--- config.mk ---
export PLATFORM = sky130hd
export DESIGN_NAME = rv_ifetch_flat
export DESIGN_NICKNAME = d
export VERILOG_FILES = /design/src/rtl/rv_pkg.sv /design/src/rtl/rv_ifetch_if.sv /design/src/rtl/rv_fetch_fifo.sv /design/src/rtl/rv_ifetch.sv /design/src/flat_wrapper.sv
export SDC_FILE = /design/constraint.sdc
export NUM_CORES = 1
export LEC_CHECK = 0
export CAP_MARGIN = 25
export CORE_ASPECT_RATIO = 0.5
export CORE_MARGIN = 2
export CORE_UTILIZATION = 50
export CTS_CLUSTER_DIAMETER = 30
export CTS_CLUSTER_SIZE = 8
export DETAILED_ROUTE_END_ITERATION = 8
export PLACE_DENSITY = 0.84
export SLEW_MARGIN = 10
export SYNTH_ARGS = -nofsm -noshare
export SYNTH_HDL_FRONTEND = slang
export SYNTH_SLANG_ARGS = --single-unit
export TNS_END_PERCENT = 30
--- constraint.sdc ---
create_clock -name clk -period 7.5 [get_ports clk]
set_input_delay 2.25 -clock clk [delete_from_list [all_inputs] [get_ports clk]]
set_output_delay 2.25 -clock clk [all_outputs]
set_load 0.01 [all_outputs]
--- src/rtl/rv_pkg.sv ---
// rv_pkg: shared constants and fetch-state encoding for the mini RISC-V fetch path
package rv_pkg;
   localparam logic [31:0] RV_EBREAK = 32'h0010_0073;
   localparam logic [31:0] RV_NOP    = 32'h0000_0013;
   typedef enum logic [1:0] {
      FETCH = 2'd0,
      HALT  = 2'd1,
      ERR   = 2'd2
   } fetch_state_e;
endpackage

--- src/rtl/rv_ifetch_if.sv ---
// rv_ifetch_if: fetch-unit bus bundle (imem port, decode handshake, redirect, status)
//   master = fetch unit: drives imem_addr, inst_valid/data/pc, halted, misalign_err
//   slave  = environment: drives imem_rdata, inst_ready, redirect_valid/pc
interface rv_ifetch_if;
   logic [31:0] imem_addr;
   logic [31:0] imem_rdata;
   logic        inst_valid;
   logic        inst_ready;
   logic [31:0] inst_data;
   logic [31:0] inst_pc;
   logic        redirect_valid;
   logic [31:0] redirect_pc;
   logic        halted;
   logic        misalign_err;
   modport master (
      output imem_addr, inst_valid, inst_data, inst_pc, halted, misalign_err,
      input  imem_rdata, inst_ready, redirect_valid, redirect_pc
   );
   modport slave (
      input  imem_addr, inst_valid, inst_data, inst_pc, halted, misalign_err,
      output imem_rdata, inst_ready, redirect_valid, redirect_pc
   );
endinterface

--- src/rtl/rv_fetch_fifo.sv ---
// rv_fetch_fifo: synchronous prefetch FIFO with flush, async active-high reset
//   i_push/i_data write at tail, i_pop advances head, i_flush empties (wins over push/pop)
//   o_count = occupancy, o_head = entry at head (valid when o_count != 0)
module rv_fetch_fifo #(
   parameter int WIDTH = 64,
   parameter int DEPTH = 2
) (
   input  logic                     clk,
   input  logic                     rst,
   input  logic                     i_push,
   input  logic                     i_pop,
   input  logic                     i_flush,
   input  logic [WIDTH-1:0]         i_data,
   output logic [$clog2(DEPTH):0]   o_count,
   output logic [WIDTH-1:0]         o_head
);
   localparam int AW = $clog2(DEPTH);
   localparam int CW = AW + 1;
   logic [WIDTH-1:0] r_mem [DEPTH];
   logic [AW-1:0]    r_wr;
   logic [AW-1:0]    r_rd;
   logic [CW-1:0]    r_count;
   // Pointers wrap naturally because DEPTH is a power of two; a push into a
   // full FIFO only happens alongside a pop, so it overwrites the departing head.
   always_ff @(posedge clk or posedge rst)
      if (rst) begin
         r_wr    <= '0;
         r_rd    <= '0;
         r_count <= '0;
         for (int i = 0; i < DEPTH; i++) r_mem[i] <= '0;
      end else if (i_flush) begin
         r_wr    <= '0;
         r_rd    <= '0;
         r_count <= '0;
      end else begin
         if (i_push) begin
            r_mem[r_wr] <= i_data;
            r_wr        <= r_wr + 1'b1;
         end
         if (i_pop) r_rd <= r_rd + 1'b1;
         r_count <= r_count + CW'(i_push) - CW'(i_pop);
      end
   assign o_count = r_count;
   assign o_head  = r_mem[r_rd];
endmodule

--- src/rtl/rv_ifetch.sv ---
// rv_ifetch: instruction-fetch initiator with prefetch FIFO, redirect and EBREAK halt
//   clk, rst (async active-high), bus (rv_ifetch_if.master): imem address/data,
//   decode valid/ready with inst_data/inst_pc, redirect_valid/pc, halted, misalign_err
module rv_ifetch
   import rv_pkg::*;
#(
   parameter logic [31:0] RESET_PC = 32'h0000_0000,
   parameter int          DEPTH    = 2
) (
   input logic         clk,
   input logic         rst,
   rv_ifetch_if.master bus
);
   localparam int CW = $clog2(DEPTH) + 1;
   fetch_state_e  r_state;
   fetch_state_e  w_state_nxt;
   logic [31:0]   r_pc;
   logic [31:0]   w_pc_nxt;
   logic [CW-1:0] w_count;
   logic [63:0]   w_head;
   logic          w_redirect;
   logic          w_aligned;
   logic          w_pop;
   logic          w_push;
   always_ff @(posedge clk or posedge rst)
      if (rst) begin
         r_state <= FETCH;
         r_pc    <= RESET_PC;
      end else begin
         r_state <= w_state_nxt;
         r_pc    <= w_pc_nxt;
      end
   always_comb begin
      w_state_nxt = r_state;
      w_pc_nxt    = r_pc;
      if (w_redirect) begin
         w_state_nxt = w_aligned ? FETCH : ERR;
         w_pc_nxt    = w_aligned ? bus.redirect_pc : r_pc;
      end else if (w_push) begin
         w_pc_nxt = r_pc + 32'd4;
         if (bus.imem_rdata == RV_EBREAK) w_state_nxt = HALT;
      end
   end
   // ERR is sticky until reset, so redirects there are masked entirely.
   always_comb begin
      w_redirect = bus.redirect_valid && (r_state != ERR);
      w_aligned  = bus.redirect_pc[1:0] == 2'b00;
      w_pop      = (w_count != '0) && bus.inst_ready;
      w_push     = (r_state == FETCH) && !w_redirect && ((w_count < CW'(DEPTH)) || w_pop);
   end
   rv_fetch_fifo #(.WIDTH(64), .DEPTH(DEPTH)) u_fifo (
      .clk     (clk),
      .rst     (rst),
      .i_push  (w_push),
      .i_pop   (w_pop),
      .i_flush (w_redirect),
      .i_data  ({r_pc, bus.imem_rdata}),
      .o_count (w_count),
      .o_head  (w_head)
   );
   assign bus.imem_addr    = r_pc;
   assign bus.inst_valid   = w_count != '0;
   assign bus.inst_pc      = w_head[63:32];
   assign bus.inst_data    = w_head[31:0];
   assign bus.halted       = (r_state == HALT) && (w_count == '0);
   assign bus.misalign_err = r_state == ERR;
endmodule

--- src/flat_wrapper.sv ---
// flat-port wrapper written by rule: the top's interface ports become plain ports
module rv_ifetch_flat import rv_pkg::*;
#(
   parameter logic [31:0] RESET_PC = 32'h0000_0000,
   parameter int          DEPTH    = 2
)
  (clk, rst, bus_imem_addr, bus_inst_valid, bus_inst_data, bus_inst_pc, bus_halted, bus_misalign_err, bus_imem_rdata, bus_inst_ready, bus_redirect_valid, bus_redirect_pc);
  rv_ifetch_if bus_i ();
  input logic clk;
  input logic rst;
  output wire logic [$bits(bus_i.imem_addr)-1:0] bus_imem_addr;
  output wire logic [$bits(bus_i.inst_valid)-1:0] bus_inst_valid;
  output wire logic [$bits(bus_i.inst_data)-1:0] bus_inst_data;
  output wire logic [$bits(bus_i.inst_pc)-1:0] bus_inst_pc;
  output wire logic [$bits(bus_i.halted)-1:0] bus_halted;
  output wire logic [$bits(bus_i.misalign_err)-1:0] bus_misalign_err;
  input wire logic [$bits(bus_i.imem_rdata)-1:0] bus_imem_rdata;
  input wire logic [$bits(bus_i.inst_ready)-1:0] bus_inst_ready;
  input wire logic [$bits(bus_i.redirect_valid)-1:0] bus_redirect_valid;
  input wire logic [$bits(bus_i.redirect_pc)-1:0] bus_redirect_pc;
  assign bus_imem_addr = bus_i.imem_addr;
  assign bus_inst_valid = bus_i.inst_valid;
  assign bus_inst_data = bus_i.inst_data;
  assign bus_inst_pc = bus_i.inst_pc;
  assign bus_halted = bus_i.halted;
  assign bus_misalign_err = bus_i.misalign_err;
  assign bus_i.imem_rdata = bus_imem_rdata;
  assign bus_i.inst_ready = bus_inst_ready;
  assign bus_i.redirect_valid = bus_redirect_valid;
  assign bus_i.redirect_pc = bus_redirect_pc;
  rv_ifetch #(.RESET_PC(RESET_PC), .DEPTH(DEPTH)) u_core (.clk(clk), .rst(rst), .bus(bus_i));
endmodule
==> qor.yml <==
cts:
  tritoncts: "built"
  clock_latency_ps: 420
  htreeDepth: 4
  clk_path_buf_depth: 2
  cts-buffers-inserted: 17
  cts_setup_buffers: 0
  clk_pin_slew_worst_paths_ps: 70
  cts_root_buf: "clkbuf_16"
  ctsHoldBuffers: 0
  cts_resized: 0
  clock-sinks: 166
logic_synthesis:
  synth-compound-area-share_pct: 6.438
  synth_edf_count: 0
  synth_top_family_by_area: "multiplexers"
  yosysTopAreaCell: "dfrtp_1"
  synthSimpleGateAreaFrac_pct: 9.956
  synthArstFlopShare_pct: 100.0
  synth-xor-area-share_pct: 0.3298
  synthDistinctLibCells: 62
  synth-adder-area-share_pct: 0.4711
  syn_avg_cell_area_um2: 12.73
  synth_top_area_share_pct: 52.14
  ys_top_cells_by_area: "dfrtp_1 52%, mux2_2 26%, a21oi_1 1.4%, nand3_1 1.4%, nand2_1 1.2%"
  synth_seq_cells: 166
  synthMuxAreaShare_pct: 27.25
  syn-num-nets: 697
  yosysMostFrequentCell: "mux2_2"
  yosysWarnings: 0
  syn_area_um2: 7968
  synthTopCellsByCount: "186 x mux2_2, 166 x dfrtp_1, 26 x nand2_1"
  synth-seq-area-share_pct: 52.14
  synth_ff_type: "dfrtp_1"
  syn_inst: 626
route:
  via_per_inst: 5.921
  drcViolationCount: 0
  finalWirelength_mm: 19.57
  wire_per_inst_um: 19.63
  vias: 5903
  drtPass1Iterations: 5
  drtIter0Drc: 395
  ant_nets: 0
timing:
  finalSetupTns_ps: 0
  report.final.slew_viol_count: 0
  tightest_slew_ps: 949.8
  fin_crit_sh_pct: 66.87
  relSlewSlack_pct: 36.44
  setup_viol: 0
  final.min_clock_period_ps: 5015
  rsz0062_at_grt: "false"
  hold_viol: 0
  fmax_ghz: 0.1994
  fin_skew_ps: 16.84
grt:
  antenna_found_initial: 0
  grt_pass1_wl_mm: 31.48
  grt_pass1_vias: 6153
  gr-total-overflow: 0
  grt_use_total_pct: 23.59
  grt_max_degree: 111
placement:
  placed_area_um2: 9704
  globalplace.congestion: 0.8007
  io_buffers: 166
  dp_hpwl_mm: 12.89
  place_inst: 963
worst_setup_path:
  crit_family: "buffers and inverters"
  crit_arrival_ps: 2760
  critical_path_class: "flip-flop to output port"
  crit_chain: "buf_4 -> mux2_2 -> clkdlybuf4s50_1"
  cp_data_required_time_ps: 5250
  end_kind: "output port"
  startpoint_type: "flip-flop"
  cp.buffers_inverters: 2
  crit_cells: 3
  crit_fanout: 39
  cp_slowest_stage_delay_ps: 790
  worstRegToRegCells: 5
  crit_path_top_delay_cell: "dfrtp_2"
layout:
  design_area_um2: 10340
  fin_util_pct: 66.73
  layout.nets: 851
  fin_cells: 997
  diodes: 0
  area_growth_pct: 29.77
  drive_gt1_share_pct: 31.27
run:
  cap_violations: 0
pwr:
  peakVddDrop_v: 0.0001688
  power_leakage_nw: 4.639
  p_per_area_nw_per_um2: 247.5
die:
  rows: 32
  core_area_um2: 15490
  io_pins: 167
  start_util_pct: 51.42
  dieWidth_um: 182.5
  die_h_um: 93.26
  dieArea_um2: 17020
min_path:
  holdPathStages: 2
  min_path_type: "flip-flop to flip-flop"
outcome:
  run_status: "complete, no violations"
[final timing paths]
check                                     endpoint                     from  slack (ps)
setup / recovery                   bus_inst_pc[19]       u_core.u_fifo.r_rd        2490
hold / removal             u_core.u_fifo.r_mem[57]  u_core.u_fifo.r_mem[57]         490
setup reg to reg           u_core.u_fifo.r_mem[35]        u_core.r_state[0]        4790
hold reg to reg            u_core.u_fifo.r_mem[57]  u_core.u_fifo.r_mem[57]         490
max in group asynchronous       u_core.u_fifo.r_rd                      rst        4120
min in group asynchronous  u_core.u_fifo.r_mem[76]                      rst        2220
[cells in the final DEF (no fill, tap or decap), types with 3 or more instances in the layout]
cell             instances
a211oi_1                 5
a21oi_1                 23
a2bb2oi_1                3
a311oi_1                 7
a31oi_1                  4
and2_1                   7
and3_1                   6
buf_4                    4
clkbuf_16               17
clkdlybuf4s50_1        166
dfrtp_1                165
ha_1                     3
inv_1                    5
inv_6                    8
inv_8                    4
mux2_1                   5
mux2_2                 186
nand2_1                 25
nand3_1                 22
nand4_1                 13
nor2_1                  23
nor3_1                   8
nor4_1                   5
o21ai_0                 17
o22ai_1                  6
[report_power, final]
part           switching [W]  internal, W  leakage (nW)
clock               0.000403     0.000485         0.295
combinational       0.000228     0.000365          2.18
sequential         0.0000965     0.000981          2.17
total               0.000728      0.00183          4.64
[layer usage]
metal / wire length [µm] / GRT usage [%] / vias up
met5: 0 / 0 / -
met4: 309 / 8.602 / 0
li1: - / - / 2629
met1: 8456 / 29.82 / 3025
met3: 1177 / 5.296 / 26
met2: 9632 / 40.27 / 223
[flip-flops by register name (all words and copies together) (netlist names)]
| register | cells |
|---|---|
| u_core.u_fifo.r_mem | 128 |
| u_core.bus.imem_addr | 32 |
| u_core.r_state | 2 |
| u_core.u_fifo.o_count | 2 |
| u_core.u_fifo.r_rd | 1 |
| u_core.u_fifo.r_wr | 1 |
[worst register-to-register path, delay by kind of cell (launching register included)]
kind | cells | cell delay, ps
simple gates | 2 | 1030
buf+inv | 2 | 710
mux | 1 | 450
flops | 1 | 420
[logic make-up after synthesis]
| logic type | after synthesis |
|---|---|
| fa+ha+maj | 3 |
| xor+xnor | 3 |
| buf+inv | 45 |
| flops | 166 |
| simple gates | 137 |
| mux | 193 |
| compound gates | 79 |
[through the flow]
step                      worst slack, ps  power, W  hold slack, ps
after global placement               2543  0.001673           463.8
after detailed placement             2522  0.001689           475.1
after global routing                 2389  0.002665           510.5
after floorplan                     760.0  0.001396           444.4
final                                2485  0.002559           487.8
after CTS                            2483  0.002570           491.1
[final cells by class]
cell class	count	area, µm²
fillers	1105	5155
clock buffers	18	439.2
multi-input cells	415	3543
flip-flops and latches	166	4155
well taps	204	255.2
inverters	7	31.28
clock inverters	14	153.9
repair buffers	173	1762
No activity file was read; power rests on OpenSTA's default activity.
